File: src/rtl/osc_ct_pkg.sv
// Register map, control bits and sequencer state encoding shared by
// the oscillator counter bus master and its range checker.
package osc_ct_pkg;

  localparam logic [1:0] CNTRLR  = 2'd0;
  localparam logic [1:0] CLKDIVR = 2'd1;
  localparam logic [1:0] COUNTR  = 2'd2;
  localparam logic [1:0] SPR     = 2'd3;

  localparam int START = 0;
  localparam int RESET = 1;

  localparam logic [31:0] CTL_START = 32'h1 << START;
  localparam logic [31:0] CTL_RESET = 32'h1 << RESET;

  typedef enum logic [3:0] {
    ST_IDLE     = 4'd0,
    ST_SP_WR    = 4'd1,
    ST_SP_RD    = 4'd2,
    ST_SP_CHK   = 4'd3,
    ST_RST_WR   = 4'd4,
    ST_RST_HOLD = 4'd5,
    ST_START_WR = 4'd6,
    ST_WAIT     = 4'd7,
    ST_CNT_RD   = 4'd8,
    ST_CNT_CAP  = 4'd9,
    ST_EVAL     = 4'd10,
    ST_GAP      = 4'd11
  } state_t;

  typedef struct packed {
    logic        we;
    logic        re;
    logic [1:0]  addr;
    logic [31:0] di;
  } bus_t;

  // Bus drive for the cycle spent in a given state.
  function automatic bus_t bus_for(state_t s, logic [15:0] pat);
    bus_t b;
    b = '0;
    case (s)
      ST_SP_WR: begin
        b.we   = 1'b1;
        b.addr = SPR;
        b.di   = {16'h0, pat};
      end
      ST_SP_RD: begin
        b.re   = 1'b1;
        b.addr = SPR;
      end
      ST_RST_WR: begin
        b.we   = 1'b1;
        b.addr = CNTRLR;
        b.di   = CTL_RESET;
      end
      ST_START_WR: begin
        b.we   = 1'b1;
        b.addr = CNTRLR;
        b.di   = CTL_START;
      end
      ST_CNT_RD: begin
        b.re   = 1'b1;
        b.addr = COUNTR;
      end
      default: b = '0;
    endcase
    return b;
  endfunction

endpackage

File: src/rtl/osc_range_checker.sv
// Optional 4-sample averager, limit compare, fail counter and FAULT latch.
// Averaging is built when OSC_SEQ_AVG_EN is defined.
module osc_range_checker #(
  parameter int FAIL_LIMIT = 3
) (
  input  logic        clk,
  input  logic        rst,
  input  logic        clr,
  input  logic        restart,
  input  logic        cap,
  input  logic [15:0] cap_data,
  input  logic [15:0] cnt_min,
  input  logic [15:0] cnt_max,
  output logic [15:0] last_count,
  output logic        count_valid,
  output logic        in_range,
  output logic        fault
);

  localparam logic [3:0] LIM = 4'(FAIL_LIMIT);

  logic [15:0] sample;
  logic        sample_ok;
  logic        ok;
  logic [3:0]  fails;

`ifdef OSC_SEQ_AVG_EN
  logic [2:0][15:0] hist;
  logic [1:0]       ncap;
  logic [17:0]      sum;

  assign sum = 18'(hist[0]) + 18'(hist[1]) + 18'(hist[2]) + 18'(cap_data);
  assign sample = 16'(sum >> 2);
  assign sample_ok = (ncap == 2'd3);

  always_ff @(posedge clk or posedge rst) begin
    if (rst) begin
      hist <= '0;
      ncap <= '0;
    end else if (restart) begin
      hist <= '0;
      ncap <= '0;
    end else if (cap) begin
      hist <= {hist[1:0], cap_data};
      if (ncap != 2'd3)
        ncap <= ncap + 2'd1;
    end
  end
`else
  logic unused_restart;

  assign unused_restart = restart;
  assign sample = cap_data;
  assign sample_ok = 1'b1;
`endif

  assign ok = (sample >= cnt_min) && (sample <= cnt_max);

  always_ff @(posedge clk or posedge rst) begin
    if (rst) begin
      last_count  <= '0;
      count_valid <= 1'b0;
      in_range    <= 1'b0;
      fault       <= 1'b0;
      fails       <= '0;
    end else begin
      count_valid <= 1'b0;
      if (clr) begin
        fault <= 1'b0;
        fails <= '0;
      end else if (cap && sample_ok) begin
        last_count  <= sample;
        count_valid <= 1'b1;
        in_range    <= ok;
        if (ok) begin
          fails <= '0;
        end else begin
          if (fails < LIM)
            fails <= fails + 4'd1;
          // this sample is the one that brings the run to the limit
          if (fails >= LIM - 4'd1)
            fault <= 1'b1;
        end
      end
    end
  end

endmodule

File: src/rtl/osc_measure_sequencer.sv
// OPB master: scratch-pad bus check, then periodic oscillator count sampling.
// Define OSC_SEQ_AVG_EN to publish a 4-sample running mean instead of raw counts.
module osc_measure_sequencer
  import osc_ct_pkg::*;
#(
  parameter int          MEAS_WAIT  = 64,
  parameter int          GAP_CYCLES = 1024,
  parameter int          FAIL_LIMIT = 3,
  parameter logic [15:0] SP_PATTERN = 16'hA5C3
) (
  input  logic        OPB_CLK,
  input  logic        OPB_RST,
  input  logic        ENABLE,
  input  logic [15:0] CNT_MIN,
  input  logic [15:0] CNT_MAX,
  output logic [31:0] OPB_ADDR,
  output logic [31:0] OSC_CT_DI,
  output logic        OSC_CT_WE,
  output logic        OSC_CT_RE,
  input  logic [31:0] OSC_CT_DO,
  output logic [15:0] LAST_COUNT,
  output logic        COUNT_VALID,
  output logic        IN_RANGE,
  output logic        FAULT,
  output logic        BUS_ERR
);

  localparam logic [15:0] HOLD_LD = 16'd1;
  localparam logic [15:0] WAIT_LD = 16'(MEAS_WAIT - 1);
  localparam logic [15:0] GAP_LD  = 16'(GAP_CYCLES - 1);

  state_t      state;
  state_t      nxt;
  bus_t        bus;
  logic [15:0] tmr;
  logic        bus_err;
  logic        sp_bad;
  logic        unused_do;

  assign sp_bad = (OSC_CT_DO[15:0] != SP_PATTERN);
  assign unused_do = ^OSC_CT_DO[31:16];

  always_comb begin
    nxt = state;
    if (!ENABLE) begin
      nxt = ST_IDLE;
    end else begin
      case (state)
        ST_IDLE:     if (!bus_err) nxt = ST_SP_WR;
        ST_SP_WR:    nxt = ST_SP_RD;
        ST_SP_RD:    nxt = ST_SP_CHK;
        ST_SP_CHK:   nxt = sp_bad ? ST_IDLE : ST_RST_WR;
        ST_RST_WR:   nxt = ST_RST_HOLD;
        ST_RST_HOLD: if (tmr == '0) nxt = ST_START_WR;
        ST_START_WR: nxt = ST_WAIT;
        ST_WAIT:     if (tmr == '0) nxt = ST_CNT_RD;
        ST_CNT_RD:   nxt = ST_CNT_CAP;
        ST_CNT_CAP:  nxt = ST_EVAL;
        ST_EVAL:     nxt = ST_GAP;
        ST_GAP:      if (tmr == '0) nxt = ST_RST_WR;
        default:     nxt = ST_IDLE;
      endcase
    end
  end

  // Bus outputs are registered from the next state so they line up with it.
  always_ff @(posedge OPB_CLK or posedge OPB_RST) begin
    if (OPB_RST) begin
      state   <= ST_IDLE;
      bus     <= '0;
      tmr     <= '0;
      bus_err <= 1'b0;
    end else begin
      state <= nxt;
      bus   <= bus_for(nxt, SP_PATTERN);
      if (nxt != state) begin
        case (nxt)
          ST_RST_HOLD: tmr <= HOLD_LD;
          ST_WAIT:     tmr <= WAIT_LD;
          ST_GAP:      tmr <= GAP_LD;
          default:     tmr <= '0;
        endcase
      end else if (tmr != '0) begin
        tmr <= tmr - 16'd1;
      end
      if (!ENABLE)
        bus_err <= 1'b0;
      else if (state == ST_SP_CHK && sp_bad)
        bus_err <= 1'b1;
    end
  end

  assign OPB_ADDR  = {30'h0, bus.addr};
  assign OSC_CT_DI = bus.di;
  assign OSC_CT_WE = bus.we;
  assign OSC_CT_RE = bus.re;
  assign BUS_ERR   = bus_err;

  osc_range_checker #(
    .FAIL_LIMIT(FAIL_LIMIT)
  ) u_chk (
    .clk        (OPB_CLK),
    .rst        (OPB_RST),
    .clr        (!ENABLE),
    .restart    (state == ST_IDLE),
    .cap        (state == ST_CNT_CAP),
    .cap_data   (OSC_CT_DO[15:0]),
    .cnt_min    (CNT_MIN),
    .cnt_max    (CNT_MAX),
    .last_count (LAST_COUNT),
    .count_valid(COUNT_VALID),
    .in_range   (IN_RANGE),
    .fault      (FAULT)
  );

endmodule
File: config.mk
export PLATFORM = sky130hd
export DESIGN_NAME = osc_measure_sequencer
export DESIGN_NICKNAME = d
export VERILOG_FILES = /design/src/rtl/osc_ct_pkg.sv /design/src/rtl/osc_range_checker.sv /design/src/rtl/osc_measure_sequencer.sv
export SDC_FILE = /design/constraint.sdc
export NUM_CORES = 1
export LEC_CHECK = 0
export BUFFER_PORTS_ARGS = -buffer_cell sky130_fd_sc_hd__buf_2
export CAP_MARGIN = 20
export CORE_ASPECT_RATIO = 1.2
export CORE_MARGIN = 2
export CORE_UTILIZATION = 49
export CTS_CLUSTER_DIAMETER = 80
export DETAILED_ROUTE_END_ITERATION = 16
export PLACE_DENSITY = 0.81
export REMOVE_ABC_BUFFERS = 1
export SLEW_MARGIN = 20
export SYNTH_ARGS = -nofsm -noshare
export SYNTH_HDL_FRONTEND = slang
export SYNTH_SLANG_ARGS = --single-unit
export TNS_END_PERCENT = 1
File: constraint.sdc
create_clock -name OPB_CLK -period 2.85 [get_ports OPB_CLK]
set_input_delay 0.1425 -clock OPB_CLK [delete_from_list [all_inputs] [get_ports OPB_CLK]]
set_output_delay 0.1425 -clock OPB_CLK [all_outputs]
set_load 0.005 [all_outputs]
-- After elaboration in Yosys (flattened, before gate mapping)
Index checks and enable logic that the tools add are counted.
- flip-flop bits (word level): 80
- bits of input ports: 67
- word-level logic and storage cells: 82
- add/sub/neg operators: 2
- order comparisons: 4
- equality and inequality tests: 26
- muxes and demuxes: 26
- reduce and logical (&&, ||, !) cells: 12
- operators by type and width (cell ; count):
    $pmux 16 s3 ; 1
    $pmux 4 s12 ; 1
    $mux 4 ; 9
    $eq 4x3->1 const B ; 8
    $mux 16 ; 2
    $pmux 10 s3 ; 1
    $eq 4x4->1 const B ; 6
    $ge 16x16->1 ; 1
    $le 16x16->1 ; 1
    $logic_not 16->1 ; 1
    $ne 16x16->1 const B ; 1
    $reduce_bool 16->1 ; 1
    $sub 16x1->16 const B ; 1
    $eq 4x2->1 const B ; 3
    $mux 1 ; 10
    $eq 4x1->1 const B ; 2
    $ne 2x1->1 const B ; 3
    $add 4x1->4 const B ; 1
    $ge 4x2->1 const B ; 1
    $logic_not 4->1 ; 1
    $lt 4x2->1 const B ; 1
    $ne 4x4->1 ; 1
    $pmux 2 s2 ; 1
    $reduce_and 2->1 ; 2
    other kinds (8) ; 10

-- Logic depth before layout (Yosys ltp)
- word-level depth: 7
- mapped depth: 10
- mapped depth without buffers: 9

-- By module
A second synthesis with hierarchy kept.
- cell total of the unflattened synthesis: 404
- area, all modules: 3802.4 um^2
- modules (own cells, without submodules) (module ; times used ; cells an instance ; area each (um^2)):
    osc_measure_sequencer ; 1 ; 226 ; 2069.5
    osc_range_checker ; 1 ; 178 ; 1732.9

-- Worst setup path before layout
OpenSTA, ideal clock, no wires.
- path type: register to register
- from: register tmr[3]
- to: register bus, in the netlist OSC_CT_DI[1]
- arrival: 2.031 ns
- required time: 2.740 ns
- path slack: 0.709 ns
- stages on the path, launching flop included: 9
- path buffers: 1
- clock period less this slack: 2.141 ns
- cell sequence: dfrtp_1 > or4_4 > nor3_4 > and2_1 > buf_6 > o21ai_2 > o211a_1 > or3_4 > o41ai_1
- cells in the longest elaborated chain, start to end: 6
- elaborated cells between the ends (all ways): 10
- those cells by class: 3 x eq/ne; 6 x mux; 1 x reduce/logical
- RTL lines (item ; line ; RTL):
    start: declaration ; osc_measure_sequencer.sv:35 ; logic [15:0] tmr;
    start signal: assignment ; osc_measure_sequencer.sv:84 ; tmr <= tmr - 16'd1;
    $logic_not 16->1 (*) ; osc_measure_sequencer.sv:54, osc_measure_sequencer.sv:56, osc_measure_sequencer.sv:60 ;
    $mux 4, on equally long branches ; osc_measure_sequencer.sv:60, osc_measure_sequencer.sv:54, osc_measure_sequencer.sv:56 ;
    $pmux 4 s12 (*) ; osc_measure_sequencer.sv:48 ; case (state)
    $mux 4 (*) ; osc_measure_sequencer.sv:45 ; if (!ENABLE) begin
    $eq 4x3->1 / $eq 4x1->1 (equally long branches) ; osc_ct_pkg.sv:42 ; case (s)
    $pmux 16 s3 (*) ; osc_ct_pkg.sv:42 ;
    end signal: assignment ; osc_measure_sequencer.sv:75 ; bus <= bus_for(nxt, SP_PATTERN);
    end: declaration ; osc_measure_sequencer.sv:34 ; bus_t bus;
Every way passes the cells marked *; elsewhere a longest branch is shown, timed or not.
A chain may end at the register's enable or synchronous reset.

-- Worst setup path in the final report
- from: register tmr[8]
- to: register tmr[3]
- cells in the longest elaborated chain, start to end: 7
- elaborated cells between the ends (all ways): 14
- those cells by class: 4 x eq/ne; 7 x mux; 3 x reduce/logical
- RTL lines (item ; line ; RTL):
    $logic_not 16->1 ; osc_measure_sequencer.sv:54, osc_measure_sequencer.sv:56, osc_measure_sequencer.sv:60 ;
    $mux 4, on equally long branches ; osc_measure_sequencer.sv:60, osc_measure_sequencer.sv:54, osc_measure_sequencer.sv:56 ;
    $pmux 4 s12 ; osc_measure_sequencer.sv:48 ;
    $mux 4 ; osc_measure_sequencer.sv:45 ;
    $eq 4x4->1 / $eq 4x3->1 (equally long branches) ; osc_measure_sequencer.sv:77 ; case (nxt)
    $pmux 10 s3 ; osc_measure_sequencer.sv:77 ;
    $mux 16 ; osc_measure_sequencer.sv:76 ; if (nxt != state) begin
Several ways; a longest one is shown, not always the timed one.

==> results.md <==
- Tot GR Track Use: 18.67%
- Area enclosed by the die boundary: 0.008286 mm^2
- Highest ir drop seen on vdd: 278.6 uV
- Detailed route wirelength on metal2: 4186 um
- Measured slew at the worst slew-check pin: 0.8891 ns
- Number of clock sinks: 51
- Via count of the first global-routing pass: 2843
- Total number of cells along the worst setup path: 7
- Standard-cell rows: 34
- Commonest register cell after synthesis: sky130_fd_sc_hd__dfrtp_1
- Final number of max-transition violations: 0
- Chip Width: 83.43 um
- Setup crit end kind: flop
- Worst-case clock skew: 0.008691 ns
- DRC viols: 0
- Aggregate negative setup slack: 0 ns
- Number of routed nets with antenna violations: 0
- Number of non-filler instances in the completed layout: 566
- Per-instance average area after synthesis: 9.321 um^2
- Final setup vio count: 0
- Worst Setup Path Type: reg -> reg
- Post-CTS setup buffer count: 0
- Part of the power in registers: 39.7%
- Fraction of power consumed by combinational cells: 42.4%
- Number of buffers and inverters on the critical path: 0
- Worst hold slack across all endpoints: -0.01949 ns
- N_diodes: 0
- Tightest slew margin relative to the limit: 40.73%
- Routed length on met3: 492 um
- Fraction of layout instances using a drive strength above 1: 24.79%
- Maximum fanout along the worst path: 8
- Count of final hold-check violations: 21
- Outcome: finished, violations left
- DRT Wirelength: 7645 um
- Clock-pin slew of the registers on the worst-case setup and hold paths: 0.09 ns
- CTS hold repair buffers: 0
- Met1 Routed Length: 2859 um
- Mapped cell area: 0.003710 mm^2
- I/O pins: 153
- Syn. warnings: 0
- WL/cell: 13.51 um
- Final-stage net count: 577
- Clock latency reported for the late side of the worst-skew pair: 0.30 ns
- Cells after Synth: 398
- P_leak: 2.289 nW
- Pwr per Cell Area: 565.5 mW/mm^2
- Global-route wire length before repair: 12720 um
- Relative area change from synthesis to final layout: 9.039%
- Number of antenna violations at the first check in global routing: 0
- Kind of cell adding the most delay to the critical path: simple AND/OR/NAND/NOR gates
- Maximum Capacitance Violations: 0
- Detail-routed via count per cell: 5.157
- Internal power summed over all cells: 1.423 mW
- # resized after CTS: 0
- Maximum number of pins on one net before global-route repair: 52
- Setup repair after global routing missed its margin: false
- Placeable core region: 0.007317 mm^2
- Final period utilization: 87.11%
- Vert. Die Dim: 99.32 um
- Worst hold-check path type: in -> async
- Overflow left after global routing: 0
- Maximum clock path buffer count: 2
- Slowest cell on the critical path: sky130_fd_sc_hd__or3_1
- Sw Pwr: 0.8647 mW
- CP required: 3.06 ns
- Number of distinct library cells after synthesis: 55
- Startpoint type of the worst setup path: flop
- Count of input and output buffers: 82
- Top routing layer in use: met4
- Last weighted congestion value of the routability-driven placer: 0.8827
- Cell count of the worst reg-to-reg path: 7
- 1st-pass router iterations: 4
- Data arrival time of the critical path: 2.69 ns
- Clock root buffer master: sky130_fd_sc_hd__clkbuf_8
- Starting density of the core: 50.70%
- Cell Area, Placed: 0.003963 mm^2
- Number of design-rule violations left by the first detailed-router iteration: 246
- Total instance count after detailed placement: 558
- Number of synthesized register bits: 51
- Total clock buffers created by CTS: 5
- Violations in the final reports: hold timing
- Total number of H-tree levels: 2
- Power share of the clock group: 17.8%
- Highest cell delay on the worst timing path: 0.47 ns
- Post-route minimum period: 2.483 ns
- Clock tree from TritonCTS: done
- Vias: 2919
- Max Fclk: 0.4028 GHz
- Cells along the critical path: or3_1 -> nor4b_4 -> nand2_1 -> o21ai_4 -> nand3_1 -> or3_4 -> o21ai_0
- Post-route standard cell area excluding fillers: 0.004045 mm^2
- HPWL after DPL: 6109 um
- Share of synthesized area occupied by flip-flops and latches: 34.40%
- EDFF count, synth: 0
- Async set or reset register ratio after synthesis: 100.0%
- Switching power as a share of total power: 37.80%
[power groups by stage]
stage	Clock, mW	Combinational (mW)	Sequential (mW)
after floorplan	0	0.684	0.916
final	0.408	0.971	0.909
after global routing	0.451	1.10	0.926
after global placement	0	0.931	0.917
after CTS	0.420	0.977	0.910
after detailed placement	0	0.972	0.923
[flip-flops by register name, indices dropped and copies added (netlist names)]
name	count
u_chk.fault	1
OSC_CT_RE	1
u_chk.count_valid	1
OSC_CT_WE	1
u_chk.in_range	1
tmr	16
state	4
OPB_ADDR	2
BUS_ERR	1
u_chk.last_count	16
u_chk.fails	4
OSC_CT_DI	3
[final timing paths]
kind	slack, ns	start	to
setup / recovery	0.37	tmr[8]$_DFFE_PP0P_	tmr[3]$_DFFE_PP0P_
hold / removal	-0.02	OPB_RST	u_chk.last_count[15]$_DFFE_PP0P_
setup reg to reg	0.37	tmr[8]$_DFFE_PP0P_	tmr[3]$_DFFE_PP0P_
hold reg to reg	0.49	u_chk.last_count[0]$_DFFE_PP0P_	u_chk.last_count[0]$_DFFE_PP0P_
max in group asynchronous	2.33	OPB_RST	state[3]$_DFF_PP0_
min in group OPB_CLK	0.13	OSC_CT_DO[1]	u_chk.last_count[1]$_DFFE_PP0P_
[cell usage in the layout, fill, tap and decap left out, types with 16 or more instances in the layout]
cell type,instances
sky130_fd_sc_hd__dfrtp_1,51
sky130_fd_sc_hd__mux2_2,16
sky130_fd_sc_hd__ha_1,35
sky130_fd_sc_hd__o21ai_0,21
sky130_fd_sc_hd__conb_1,54
sky130_fd_sc_hd__nand2_1,20
sky130_fd_sc_hd__inv_1,42
sky130_fd_sc_hd__a21oi_1,16
sky130_fd_sc_hd__buf_2,82
[layer usage]
metal,up-vias,track usage (%)
met3,10,3.485
met5,-,0
li1,1420,-
met4,0,6.576
met2,112,35.73
met1,1377,20.59
[through the flow]
stage	setup slack, ns	utilization, %	power, mW
2_1_floorplan	0.6685	-	1.600
3_3_place_gp	0.3834	54.16	1.847
3_5_place_dp	0.3542	54.16	1.895
4_1_cts	0.3789	55.27	2.307
5_1_grt	0.2438	55.28	2.472
6_report	0.3674	55.28	2.288
[synth_stat cells, types with 3 or more instances]
master | instances | area (um^2)
sky130_fd_sc_hd__o211ai_1 | 3 | 22.52
sky130_fd_sc_hd__xnor2_1 | 9 | 78.83
sky130_fd_sc_hd__nor4_1 | 4 | 25.02
sky130_fd_sc_hd__nand2_1 | 20 | 75.07
sky130_fd_sc_hd__a21oi_1 | 16 | 80.08
sky130_fd_sc_hd__nand2b_1 | 4 | 25.02
sky130_fd_sc_hd__a31oi_1 | 3 | 18.77
sky130_fd_sc_hd__buf_4 | 59 | 442.9
sky130_fd_sc_hd__o21a_1 | 6 | 45.04
sky130_fd_sc_hd__ha_1 | 35 | 437.9
sky130_fd_sc_hd__clkbuf_1 | 4 | 15.01
sky130_fd_sc_hd__a21o_1 | 5 | 37.54
sky130_fd_sc_hd__nand3_1 | 7 | 35.03
sky130_fd_sc_hd__and3_1 | 4 | 25.02
sky130_fd_sc_hd__inv_1 | 43 | 161.4
sky130_fd_sc_hd__mux2_2 | 16 | 180.2
sky130_fd_sc_hd__nand4_1 | 8 | 50.05
sky130_fd_sc_hd__dfrtp_1 | 51 | 1276
sky130_fd_sc_hd__o31ai_1 | 3 | 22.52
sky130_fd_sc_hd__or3_1 | 9 | 56.30
sky130_fd_sc_hd__buf_2 | 3 | 15.01
sky130_fd_sc_hd__nor2_1 | 12 | 45.04
sky130_fd_sc_hd__nor3_1 | 12 | 60.06
sky130_fd_sc_hd__o21ai_0 | 21 | 105.1
sky130_fd_sc_hd__nor2b_1 | 5 | 31.28
[final cells by class]
cell class,count,area (um^2)
clock inverters,1,5.005
flip-flops and latches,51,1276
clock buffers,7,76.32
fillers,671,3272
repair buffers,84,425.4
well taps,90,112.6
inverters,43,162.7
multi-input cells,290,1987
[cell families after synthesis]
logic type,synth area share [%]
compound gates,12.78
xor+xnor,2.597
fa+ha+maj,11.80
buf+inv,17.40
flops,34.40
mux,4.857
other cells,0.1011
simple gates,16.05
Power figures use the tool's default switching activity.
